File: src/rtl/input_cond_pkg.sv
// Shared constants for the input conditioner: button FSM state encodings
// and default timing for a 100 MHz system clock.
package input_cond_pkg;

  // Button debounce FSM states
  localparam logic [1:0] IDLE         = 2'd0;
  localparam logic [1:0] PRESS_WAIT   = 2'd1;
  localparam logic [1:0] HELD         = 2'd2;
  localparam logic [1:0] RELEASE_WAIT = 2'd3;

  // Defaults: 9 slide switches, 10 ms debounce, 1 s long press at 100 MHz
  localparam int unsigned DEF_SW_W            = 32'd9;
  localparam int unsigned DEF_DEBOUNCE_CYCLES = 32'd1000000;
  localparam int unsigned DEF_LONG_CYCLES     = 32'd100000000;

endpackage

File: src/rtl/input_conditioner_sync2.sv
// Two-flop synchroniser, parameterised width, asynchronous active-low reset.
module sync2 #(
  parameter int unsigned W = 32'd1
) (
  input  logic         clk,
  input  logic         rst_n,
  input  logic [W-1:0] i_d,
  output logic [W-1:0] o_q
);

  logic [W-1:0] r_meta;
  logic [W-1:0] r_sync;

  // Two-stage capture of the asynchronous input into the clk domain
  always_ff @(posedge clk or negedge rst_n) begin
    if (!rst_n) begin
      r_meta <= '0;
      r_sync <= '0;
    end else begin
      r_meta <= i_d;
      r_sync <= r_meta;
    end
  end

  assign o_q = r_sync;

endmodule

File: src/rtl/input_conditioner.sv
// Input conditioner: synchronises and debounces the switch bank and the
// push-button, producing clean levels plus single-cycle event pulses.
// Optional long-press detection is built when INPUT_COND_LONG_PRESS_EN is
// defined; otherwise btn_long is tied low.
module input_conditioner
  import input_cond_pkg::*;
#(
  parameter int unsigned SW_W            = DEF_SW_W,
  parameter int unsigned DEBOUNCE_CYCLES = DEF_DEBOUNCE_CYCLES,
  parameter int unsigned LONG_CYCLES     = DEF_LONG_CYCLES
) (
  input  logic            clk,
  input  logic            rst_n,
  input  logic [SW_W-1:0] sw_raw,
  input  logic            btn_raw,
  output logic [SW_W-1:0] sw_clean,
  output logic            sw_changed,
  output logic            btn_level,
  output logic            btn_press,
  output logic            btn_release,
  output logic            btn_long
);

  localparam int unsigned     CNT_W    = $clog2(DEBOUNCE_CYCLES);
  localparam logic [CNT_W-1:0] CNT_LAST = CNT_W'(DEBOUNCE_CYCLES - 32'd1);
  localparam logic [CNT_W-1:0] CNT_ONE  = CNT_W'(32'd1);

  // Reject parameter sets where the long-press window cannot exceed debounce
  if ((DEBOUNCE_CYCLES < 32'd2) || (LONG_CYCLES <= DEBOUNCE_CYCLES)) begin : g_param_check
    $error("input_conditioner: illegal DEBOUNCE_CYCLES/LONG_CYCLES combination");
  end

  logic [SW_W-1:0]  w_s_s;
  logic [0:0]       w_b_vec;
  logic             w_b_s;

  logic [1:0]       r_state;
  logic [CNT_W-1:0] r_cnt;
  logic             r_btn_level;
  logic             r_btn_press;
  logic             r_btn_release;

  logic [CNT_W-1:0] r_tick_cnt;
  logic             w_tick;
  logic [SW_W-1:0]  r_sw_prev;
  logic [SW_W-1:0]  r_sw_clean;
  logic             r_sw_changed;

  sync2 #(.W(SW_W)) u_sync_sw (
    .clk   (clk),
    .rst_n (rst_n),
    .i_d   (sw_raw),
    .o_q   (w_s_s)
  );

  sync2 #(.W(32'd1)) u_sync_btn (
    .clk   (clk),
    .rst_n (rst_n),
    .i_d   (btn_raw),
    .o_q   (w_b_vec)
  );

  assign w_b_s = w_b_vec[0];

  // Button debounce FSM: a level must be stable for DEBOUNCE_CYCLES to count
  always_ff @(posedge clk or negedge rst_n) begin
    if (!rst_n) begin
      r_state       <= IDLE;
      r_cnt         <= '0;
      r_btn_level   <= 1'b0;
      r_btn_press   <= 1'b0;
      r_btn_release <= 1'b0;
    end else begin
      r_btn_press   <= 1'b0;
      r_btn_release <= 1'b0;
      case (r_state)
        IDLE: begin
          if (w_b_s) begin
            r_state <= PRESS_WAIT;
            r_cnt   <= '0;
          end
        end
        PRESS_WAIT: begin
          if (!w_b_s) begin
            r_state <= IDLE;
          end else if (r_cnt == CNT_LAST) begin
            r_state     <= HELD;
            r_btn_level <= 1'b1;
            r_btn_press <= 1'b1;
          end else begin
            r_cnt <= r_cnt + CNT_ONE;
          end
        end
        HELD: begin
          if (!w_b_s) begin
            r_state <= RELEASE_WAIT;
            r_cnt   <= '0;
          end
        end
        RELEASE_WAIT: begin
          if (w_b_s) begin
            r_state <= HELD;
          end else if (r_cnt == CNT_LAST) begin
            r_state       <= IDLE;
            r_btn_level   <= 1'b0;
            r_btn_release <= 1'b1;
          end else begin
            r_cnt <= r_cnt + CNT_ONE;
          end
        end
        default: begin
          r_state     <= IDLE;
          r_cnt       <= '0;
          r_btn_level <= 1'b0;
        end
      endcase
    end
  end

  assign w_tick = (r_tick_cnt == CNT_LAST);

  // Free-running sample tick for the switch bank, independent of the button
  always_ff @(posedge clk or negedge rst_n) begin
    if (!rst_n) begin
      r_tick_cnt <= '0;
    end else if (w_tick) begin
      r_tick_cnt <= '0;
    end else begin
      r_tick_cnt <= r_tick_cnt + CNT_ONE;
    end
  end

  // Switch bank accepts a value only when equal on two consecutive ticks
  always_ff @(posedge clk or negedge rst_n) begin
    if (!rst_n) begin
      r_sw_prev    <= '0;
      r_sw_clean   <= '0;
      r_sw_changed <= 1'b0;
    end else begin
      r_sw_changed <= 1'b0;
      if (w_tick) begin
        r_sw_prev <= w_s_s;
        if ((w_s_s == r_sw_prev) && (w_s_s != r_sw_clean)) begin
          r_sw_clean   <= w_s_s;
          r_sw_changed <= 1'b1;
        end
      end
    end
  end

`ifdef INPUT_COND_LONG_PRESS_EN
  localparam int unsigned      HOLD_W    = $clog2(LONG_CYCLES);
  localparam logic [HOLD_W-1:0] HOLD_LAST = HOLD_W'(LONG_CYCLES - 32'd1);
  localparam logic [HOLD_W-1:0] HOLD_ONE  = HOLD_W'(32'd1);

  logic [HOLD_W-1:0] r_hold_cnt;
  logic              r_long_fired;
  logic              r_btn_long;
  logic              w_holding;

  // Release bounces stay inside the press, so the hold count keeps running
  assign w_holding = (r_state == HELD) || (r_state == RELEASE_WAIT);

  // Hold counter saturates; one long pulse per press while still HELD
  always_ff @(posedge clk or negedge rst_n) begin
    if (!rst_n) begin
      r_hold_cnt   <= '0;
      r_long_fired <= 1'b0;
      r_btn_long   <= 1'b0;
    end else if (r_state == IDLE) begin
      r_hold_cnt   <= '0;
      r_long_fired <= 1'b0;
      r_btn_long   <= 1'b0;
    end else begin
      r_btn_long <= 1'b0;
      if (w_holding && (r_hold_cnt != HOLD_LAST)) begin
        r_hold_cnt <= r_hold_cnt + HOLD_ONE;
      end
      if ((r_state == HELD) && (r_hold_cnt == HOLD_LAST) && !r_long_fired) begin
        r_btn_long   <= 1'b1;
        r_long_fired <= 1'b1;
      end
    end
  end

  assign btn_long = r_btn_long;
`else
  assign btn_long = 1'b0;
`endif

  assign sw_clean    = r_sw_clean;
  assign sw_changed  = r_sw_changed;
  assign btn_level   = r_btn_level;
  assign btn_press   = r_btn_press;
  assign btn_release = r_btn_release;

endmodule

File: config.mk
export PLATFORM = sky130hd
export DESIGN_NAME = input_conditioner
export DESIGN_NICKNAME = d
export VERILOG_FILES = /design/src/rtl/input_cond_pkg.sv /design/src/rtl/input_conditioner_sync2.sv /design/src/rtl/input_conditioner.sv
export SDC_FILE = /design/constraint.sdc
export NUM_CORES = 1
export LEC_CHECK = 0
export ABC_AREA = 1
export CORE_MARGIN = 4
export CORE_UTILIZATION = 40
export CTS_CLUSTER_DIAMETER = 60
export DETAILED_ROUTE_END_ITERATION = 10
export GPL_TIMING_DRIVEN = 0
export PLACE_DENSITY_LB_ADDON = 0.1
export SLEW_MARGIN = 20
export SYNTH_ARGS = -nofsm -noshare
export SYNTH_HDL_FRONTEND = slang
export SYNTH_SLANG_ARGS = --single-unit
File: constraint.sdc
create_clock -name clk -period 2 [get_ports clk]
set_clock_uncertainty 0.1 [all_clocks]
set_input_delay 0.4 -clock clk [delete_from_list [all_inputs] [get_ports clk]]
set_output_delay 0.4 -clock clk [all_outputs]
set_load 0.05 [all_outputs]
==> run_results.csv, run 1 <==
group,metric,value,unit
outcome,status,"finished, final reports clean",
layout,nNetsFinal,574,
die,start_util,41.5,%
worst_setup_path,critPathTopFamily,"buffers and inverters",
timing,whs,256,ps
worst_setup_path,cp_cell_sequence,"clkdlybuf4s50_1",
yosys,synth_seq_cells,84,
clock_tree,cts.clk_slew.worst_paths,80,ps
detailed_routing,routed-via-count,3305,
global_route,overflow,0,
clock_tree,clk_latency,350,ps
layout,num_antenna_cells,0,
hold_path,hp-class,"flip-flop to flip-flop",
pwr,peakVddDrop,0.280,mV
job,drv_cap,0,
layout,fillers,984,
clock_tree,cts.sinks,84,
clock_tree,ctsHtreeMaxLevel,3,
timing,fin_crit_sh,97.8,%
clock_tree,cts_max_path_buffers,2,
yosys,syn_area,4110,sq um
worst_setup_path,slowest_delay,800,ps
place,hpwl,6.29,mm
timing,finalSetupViolations,0,
worst_setup_path,required,1500,ps
worst_setup_path,crit_type,"flip-flop to primary output",
timing,fmax,511,MHz
layout,mostFrequentLayoutCells,"nand2_1 (152), dfrtp_1 (84), inv_1 (62)",
place,dp_worst_setup_slack,-48.0,ps
worst_setup_path,cp_slowest_cell,"clkdlybuf4s50_1",
layout,area_delta_synth_final,17.9,%
yosys,ys_seq_area_share,51.1,%
die,die_area,12000,sq um
global_route,antenna_found_initial,0,
clock_tree,cts-root-buf,"clkbuf_8",
worst_setup_path,worstPathMaxFanout,1,
layout,final_common_cell,"nand2_1",
pwr,powerDensity,647,nW/um^2
timing,hold_violations,0,
global_route,grt_max_degree,51,
die,pin_count,26,
detailed_routing,drc_errors,0,
worst_setup_path,critPathBufInv,1,
timing,layout_min_cycle_time,1960,ps
pwr,switchingPower,725,uW
detailed_routing,vias_per_cell,4.73,
timing,worst_slew_pin_slew,500,ps
timing,slew_violations,0,
global_route,grt_pass1_vias,3223,
pwr,p_leak,0.00233,uW
yosys,synthCells,515,
worst_setup_path,crit_path_end_kind,"primary output",
detailed_routing,route.antenna.remaining_nets,0,
detailed_routing,drtIter0Drc,212,
layout,fin_util,48.9,%
layout,drive_gt1_share,9.20,%
worst_setup_path,arrival,1460,ps
global_route,track_usage,15.8,%
timing,worst_slew_margin_rel,66.5,%
pwr,seqPwrFrac,55.9,%
place,portBuffers,24,
place,place_congestion,0.908,
yosys,synth_cell_types,29,
pwr,p_comb_share,5.0,%
clock_tree,cts_tree,"yes",
pwr,p_clk_share,39.1,%
detailed_routing,post_drt_wl_per_cell,12.4,um
clock_tree,cts_buffers,9,
timing,fin_ws,44.2,ps
global_route,grt_pass1_wl,15.1,mm
die,die_y,109,um
detailed_routing,totalWireLength,8.65,mm
pwr,switching_share,23.1,%
die,core,9910,sq um
pwr,p_int,2410,uW
die,die_w,109,um
detailed_routing,drtPass1Iterations,4,
yosys,syn_area_per_cell,7.98,sq um
worst_setup_path,start_kind,"flip-flop",
die,placementRows,36,
yosys,yosys_warnings,0,
yosys,synth_fp_nets,529,
==> flip-flops by register name, indices dropped and copies added (netlist names), named ones only <==
name,flops
r_tick_cnt,20
r_state,1
sw_clean,9
btn_press,1
r_sw_prev,9
u_sync_btn.o_q,1
u_sync_sw.r_meta,9
u_sync_btn.r_meta,1
u_sync_sw.o_q,9
btn_level,1
sw_changed,1
btn_release,1
r_cnt,20
==> layer usage <==
| layer | vias up | part of all wire, % | GRT usage [%] | routed length (um) |
|---|---|---|---|---|
| met5 | - | 0 | 0 | 0 |
| met4 | 0 | 0.76 | 4.10 | 66 |
| met3 | 7 | 2.9 | 3.05 | 255 |
| met2 | 48 | 47 | 25.4 | 4060 |
| met1 | 1530 | 49 | 22.1 | 4260 |
| li1 | 1720 | - | - | - |
==> stage by stage <==
step / total power, uW / cell area [sq um] / cells / TNS [ps]
5_1_grt: 3280 / 4850 / 698 / -6.84
2_1_floorplan: 1840 / 4110 / 515 / 0
3_5_place_dp: 1930 / 4540 / 673 / -351
6_report: 3130 / 4850 / 698 / 0
3_3_place_gp: 1920 / 4520 / 672 / -229830
4_1_cts: 3170 / 4740 / 691 / 0
==> cell usage after synthesis (all sizes together) <==
library cell	instances	share of area [%]
o21bai	2	0.37
nand3	43	5.7
nand2	152	14
ha	2	0.61
nor3	7	1.1
xor2	11	2.3
a211oi	1	0.18
nand3b	6	1.1
nor2	62	6.0
conb	1	0.091
dfrtp	84	51
buf	7	1.1
nor4	3	0.46
a21oi	4	0.49
nand4	18	2.7
o21ai	32	3.9
inv	64	5.8
clkinv	1	0.12
xnor2	10	2.1
or2	4	0.61
clkbuf	1	0.091
==> power groups by stage <==
stage                     Sequential [uW]  Combinational, uW  Clock, uW
after floorplan                      1780               60.7          0
after global placement               1790                133          0
after detailed placement             1790                140          0
after CTS                            1750                142       1280
after global routing                 1760                178       1350
final                                1750                155       1220
==> area by class of cell <==
cell class | count | area [sq um] | share of cell area, %
Sequential cell | 84 | 2100 | 43.4
Multi-Input combinational cell | 358 | 1760 | 36.4
Timing Repair Buffer | 34 | 320 | 6.61
Inverter | 65 | 245 | 5.06
Tap cell | 133 | 166 | 3.43
Clock buffer | 11 | 141 | 2.92
Clock inverter | 5 | 57.6 | 1.19
Buffer | 8 | 51.3 | 1.06
==> repair_timing <==
| item | in CTS | in global routing |
|---|---|---|
| setup buffers | 1 | 7 |
| pin swaps | 1 | 3 |
| endpoints found under the setup margin | 22 | 35 |
| hold buffers | 1 | 0 |
| gates resized for setup | 12 | 14 |
| hold endpoints to repair | 34 | 0 |
==> worst paths after layout <==
| check | from | end | slack [ps] | depth (start not counted) |
|---|---|---|---|---|
| hold reg to reg | u_sync_sw.r_meta[5]$_DFF_PN0_ | u_sync_sw.o_q[5]$_DFF_PN0_ | 260 | 0 |
| hold / removal | u_sync_sw.r_meta[5]$_DFF_PN0_ | u_sync_sw.o_q[5]$_DFF_PN0_ | 260 | 0 |
| min in group asynchronous | rst_n | r_tick_cnt[2]$_DFF_PN0_ | 450 | 2 |
| max in group asynchronous | rst_n | r_cnt[17]$_DFFE_PN0P_ | 750 | 3 |
| setup reg to reg | r_cnt[0]$_DFFE_PN0P_ | r_cnt[14]$_DFFE_PN0P_ | 150 | 10 |
| setup / recovery | sw_changed$_DFF_PN0_ | sw_changed | 40 | 1 |
==> cells by family after synthesis <==
kind of cell,count (synthesis),share of synthesized area [%]
adders and majority gates,2,0.609
xor gates and xnor gates,21,4.47
DFF,84,51.1
other,1,0.0912
AOI/OAI and AO/OA,39,4.93
and+or+nand+nor,295,31.6
buffers and inverters,73,7.12
Note: power is estimated with default switching activity, not from simulation.
==> run 2, diff against run 1 <==
--- a/config.mk
+++ b/config.mk
@@ -6,8 +6,9 @@
 export NUM_CORES = 1
 export LEC_CHECK = 0
 export ABC_AREA = 1
+export CORE_ASPECT_RATIO = 1.4
 export CORE_MARGIN = 4
-export CORE_UTILIZATION = 40
+export CORE_UTILIZATION = 39
 export CTS_CLUSTER_DIAMETER = 60
 export DETAILED_ROUTE_END_ITERATION = 10
 export GPL_TIMING_DRIVEN = 0
==> run 2 against run 1 <==
Sequential power is essentially flat. Largest cell class unchanged. Setup slack gained 5.2 ps. Die area grew 2.6%. Design area grew 1.5%. Highest routed layer unchanged. Sequential cell count is the same. First-iteration DRC count shrank 41%. Critical path depth is the same. Critical endpoint is now btn_release. Register-to-register slack is essentially flat. Combinational power shrank 6%. Via count grew 2.3%.
==> run_results.csv, run 2 (same netlist as run 1, synthesis figures left out) <==
group,metric,value,unit
clock_tree,cts_max_path_buffers,2,
layout,num_antenna_cells,0,
detailed_routing,post_drt_wl_per_cell,13.4,um
place,hpwl,6.64,mm
worst_setup_path,critPathBufInv,1,
layout,final_common_cell,"nand2_1",
detailed_routing,totalWireLength,9.35,mm
clock_tree,cts.sinks,84,
detailed_routing,drtPass1Iterations,4,
global_route,antenna_found_initial,0,
layout,mostFrequentLayoutCells,"nand2_1 (152), dfrtp_1 (84), inv_1 (62)",
die,start_util,39.7,%
place,place_congestion,0.872,
worst_setup_path,cp_cell_sequence,"clkdlybuf4s50_1",
die,placementRows,44,
worst_setup_path,worstPathMaxFanout,1,
timing,whs,253,ps
layout,area_delta_synth_final,19.6,%
detailed_routing,drc_errors,0,
timing,fmax,513,MHz
timing,worst_slew_pin_slew,548,ps
timing,rsz0062_at_grt,"false",
clock_tree,cts_buffers,9,
timing,layout_min_cycle_time,1950,ps
timing,finalSetupViolations,0,
layout,multi_input_area,1750,sq um
global_route,grt_max_degree,55,
pwr,peakVddDrop,0.396,mV
die,pin_count,26,
die,core,10300,sq um
global_route,grt_pass1_vias,3372,
global_route,overflow,0,
die,die_w,94.8,um
job,drv_cap,0,
die,die_area,12300,sq um
pwr,powerDensity,711,nW/um^2
detailed_routing,route.antenna.remaining_nets,0,
layout,top_regs,"r_cnt (20), r_tick_cnt (20)",
timing,fin_crit_sh,97.5,%
worst_setup_path,required,1500,ps
timing,hold_violations,0,
detailed_routing,routed-via-count,3380,
clock_tree,cts-root-buf,"clkbuf_16",
clock_tree,clk_latency,340,ps
worst_setup_path,critPathTopFamily,"buffers and inverters",
detailed_routing,vias_per_cell,4.84,
timing,worst_slew_margin_rel,63.5,%
outcome,status,"finished, final reports clean",
detailed_routing,drtIter0Drc,126,
hold_path,hp-class,"flip-flop to flip-flop",
timing,fin_tns_setup,0,ps
global_route,grt_pass1_wl,15.6,mm
worst_setup_path,crit_type,"flip-flop to primary output",
layout,fin_util,47.5,%
global_route,track_usage,16.5,%
worst_setup_path,arrival,1450,ps
worst_setup_path,crit_path_end_kind,"primary output",
pwr,p_leak,0.00237,uW
clock_tree,ctsHtreeMaxLevel,3,
timing,slew_violations,0,
worst_setup_path,start_kind,"flip-flop",
place,portBuffers,24,
layout,drive_gt1_share,8.38,%
die,die_y,129,um
clock_tree,cts_tree,"yes",
worst_setup_path,cp_slowest_cell,"clkdlybuf4s50_1",
clock_tree,cts.clk_slew.worst_paths,60,ps
layout,nNetsFinal,570,
layout,regArea,2100,sq um
layout,fillers,1069,
worst_setup_path,slowest_delay,790,ps
[run 2: worst paths after layout]
check,startpoint,end,slack (ps),cells past startpoint
worst max-delay path,btn_release$_DFF_PN0_,btn_release,50,1
worst min-delay path,u_sync_sw.r_meta[5]$_DFF_PN0_,u_sync_sw.o_q[5]$_DFF_PN0_,250,0
worst max register to register,r_cnt[0]$_DFFE_PN0P_,r_cnt[13]$_DFFE_PN0P_,140,9
worst min register to register,u_sync_sw.r_meta[5]$_DFF_PN0_,u_sync_sw.o_q[5]$_DFF_PN0_,250,0
max in group asynchronous,rst_n,btn_release$_DFF_PN0_,770,3
min in group asynchronous,rst_n,r_tick_cnt[18]$_DFF_PN0_,440,2
[run 2: metrics by stage]
stage               cells  cell area (sq um)  setup slack (ps)  power (uW)
finish                699               4920              49.4        3500
global route          699               4920              8.77        3640
CTS                   698               4870              20.2        3560
detailed placement    678               4550             -53.5        1930
global placement      677               4520             -2740        1920
floorplan             515               4110               320        1840
[run 2: final cells by class]
| cell class | instances | share of cell area [%] |
|---|---|---|
| clock buffers | 9 | 4.58 |
| flip-flops and latches | 84 | 42.7 |
| plain buffers | 8 | 1.04 |
| repair buffers | 30 | 6.23 |
| multi-input cells | 358 | 35.6 |
| well taps | 138 | 3.51 |
| clock inverters | 7 | 1.20 |
| inverters | 65 | 5.06 |
[run 2: where the power goes]
group,switching [uW],leakage (uW),internal (uW)
combinational,87.6,0.00112,58.2
sequential,30.5,0.00111,1730
clock,732,0.000138,861
[run 2: repair_timing]
item	in CTS	in global routing
endpoints found under the setup margin	27	30
endpoints found under the hold margin	30	0
pin swaps	2	2
resized for setup	13	8
setup buffers	3	1
hold buffers	1	0
[run 2: metal layers]
metal	routed length [um]	GRT usage [%]	part of all wire (%)
met3	197	3.77	2.1
met2	4950	28.7	53
met5	0	0	0
met4	259	8.33	2.8
met1	3940	18.9	42
==> run 3, diff against run 2 <==
--- a/config.mk
+++ b/config.mk
@@ -11,9 +11,12 @@
 export CORE_UTILIZATION = 39
 export CTS_CLUSTER_DIAMETER = 60
 export DETAILED_ROUTE_END_ITERATION = 10
+export DONT_BUFFER_PORTS = 1
 export GPL_TIMING_DRIVEN = 0
+export HOLD_SLACK_MARGIN = 0.15
 export PLACE_DENSITY_LB_ADDON = 0.1
 export SLEW_MARGIN = 20
 export SYNTH_ARGS = -nofsm -noshare
 export SYNTH_HDL_FRONTEND = slang
 export SYNTH_SLANG_ARGS = --single-unit
+export TNS_END_PERCENT = 100
==> run 3 against run 2 <==
The run now ends with negative hold slack left. Clock power increased by 14%. Sequential cell count stayed put. Fmax grew 5.8%. Setup slack gained 110 ps. First-iteration DRC count increased by 9.5%. Register-to-register slack better by 20 ps. Design area shrank 2.1%. Sequential power hardly changed. Die area unchanged. Via count shrank 2.3%. Critical path type is now flip-flop to flip-flop. Largest cell class unchanged. Highest routed layer unchanged.
==> run_results.csv, run 3 (same netlist as run 1, synthesis figures left out) <==
group,metric,value,unit
job,drv_cap,0,
detailed_routing,drc_errors,0,
clock_tree,cts.clk_slew.worst_paths,60,ps
pwr,peakVddDrop,0.673,mV
die,start_util,39.7,%
worst_setup_path,arrival,2000,ps
global_route,grt_max_degree,85,
timing,worst_slew_margin_rel,59.1,%
layout,fin_util,46.5,%
clock_tree,cts-root-buf,"clkbuf_16",
clock_tree,cts_tree,"yes",
hold_path,hp-class,"primary input to async pin",
timing,slew_violations,0,
global_route,antenna_found_initial,0,
clock_tree,cts.sinks,84,
layout,final_common_cell,"nand2_1",
clock_tree,ctsHtreeMaxLevel,3,
layout,drive_gt1_share,10.1,%
die,core,10300,sq um
die,die_w,94.8,um
pwr,p_leak,0.00225,uW
detailed_routing,totalWireLength,9.13,mm
die,die_area,12300,sq um
layout,top_regs,"r_cnt (20), r_tick_cnt (20)",
worst_setup_path,worstPathMaxFanout,10,
timing,layout_min_cycle_time,1840,ps
detailed_routing,route.antenna.remaining_nets,0,
timing,whs,-345,ps
detailed_routing,vias_per_cell,4.82,
detailed_routing,routed-via-count,3301,
global_route,grt_pass1_vias,3230,
detailed_routing,post_drt_wl_per_cell,13.3,um
outcome,violations,"negative hold slack",
layout,final_area,4810,sq um
layout,num_antenna_cells,0,
global_route,grt_pass1_wl,15.4,mm
worst_setup_path,critPathBufInv,2,
worst_setup_path,crit_type,"flip-flop to flip-flop",
place,placed_area,4280,sq um
clock_tree,cts_hold_buf,10,
timing,hold_violations,84,
timing,fin_crit_sh,92.2,%
timing,fmax,542,MHz
pwr,total_power,3670,uW
worst_setup_path,reg2reg_slack,160,ps
outcome,status,"finished with violations",
worst_setup_path,critPathTopFamily,"simple AND/OR/NAND/NOR gates",
place,place_congestion,0.858,
clock_tree,clk_latency,340,ps
clock_tree,cts_max_path_buffers,2,
layout,nNetsFinal,556,
worst_setup_path,slowest_delay,420,ps
worst_setup_path,required,2150,ps
place,hpwl,6.38,mm
timing,rsz0062_at_grt,"false",
worst_setup_path,start_kind,"flip-flop",
global_route,track_usage,16.3,%
timing,fin_tns_setup,0,ps
layout,area_delta_synth_final,17.1,%
worst_setup_path,cp_cell_sequence,"ha_4 > nand3_2 > nor2_1 > nand3_1 > nor2_4 > nor2_4 > inv_4 > buf_4 > nand2_1 > o21ai_0",
pwr,powerDensity,762,nW/um^2
detailed_routing,drtPass1Iterations,4,
die,die_y,129,um
die,placementRows,44,
worst_setup_path,cp_slowest_cell,"dfrtp_1",
global_route,overflow,0,
timing,finalSetupViolations,0,
timing,worst_slew_pin_slew,614,ps
die,pin_count,26,
place,portBuffers,0,
worst_setup_path,crit_top_cell,"nor2_4",
worst_setup_path,crit_path_end_kind,"flip-flop",
layout,mostFrequentLayoutCells,"nand2_1 (151), dfrtp_1 (77), inv_1 (62)",
detailed_routing,drtIter0Drc,138,
clock_tree,cts_buffers,9,
[run 3: layout make-up]
class	instances	area [sq um]
repair buffers	16	158
clock inverters	7	98.8
multi-input cells	358	1750
inverters	65	246
flip-flops and latches	84	2110
fillers	1073	5540
clock buffers	9	225
well taps	138	173
plain buffers	8	47.5
[run 3: power by group]
| group | total, uW | internal, uW | switching, uW |
|---|---|---|---|
| Combinational | 105 | 48.3 | 56.3 |
| Clock | 1810 | 1100 | 705 |
| Sequential | 1760 | 1730 | 30.0 |
| Total | 3670 | 2880 | 792 |
[run 3: what timing repair did]
action                     CTS  global route
setup endpoints to repair   20            31
gates resized for setup      3            13
cloned                       0             0
setup buffers                5             1
hold endpoints to repair    94            84
pin swaps                    2             1
[run 3: layer usage]
| layer | share of wire (%) | GRT usage [%] | vias to the layer above |
|---|---|---|---|
| li1 | - | - | 1696 |
| met1 | 43 | 19.9 | 1553 |
| met2 | 52 | 27.8 | 35 |
| met3 | 2.0 | 2.96 | 17 |
| met4 | 2.5 | 7.48 | 0 |
| met5 | 0 | 0 | - |
[run 3: stage by stage]
step                setup slack, ps  std cells
floorplan                       320        515
global placement              -24.5        653
detailed placement            -37.0        653
CTS                            13.6        684
global route                   8.50        685
finish                          156        685
[run 3: path summary, 6_finish.rpt]
check	start	cells after the start	end
worst min register to register	u_sync_sw.r_meta[2]$_DFF_PN0_	0	u_sync_sw.o_q[2]$_DFF_PN0_
max in group asynchronous	rst_n	0	sw_clean[6]$_DFFE_PN0P_
worst min-delay path	rst_n	0	r_tick_cnt[18]$_DFF_PN0_
min in group clk	u_sync_sw.r_meta[2]$_DFF_PN0_	0	u_sync_sw.o_q[2]$_DFF_PN0_
worst max-delay path	r_cnt[1]$_DFFE_PN0P_	10	r_cnt[15]$_DFFE_PN0P_
worst max register to register	r_cnt[1]$_DFFE_PN0P_	10	r_cnt[15]$_DFFE_PN0P_
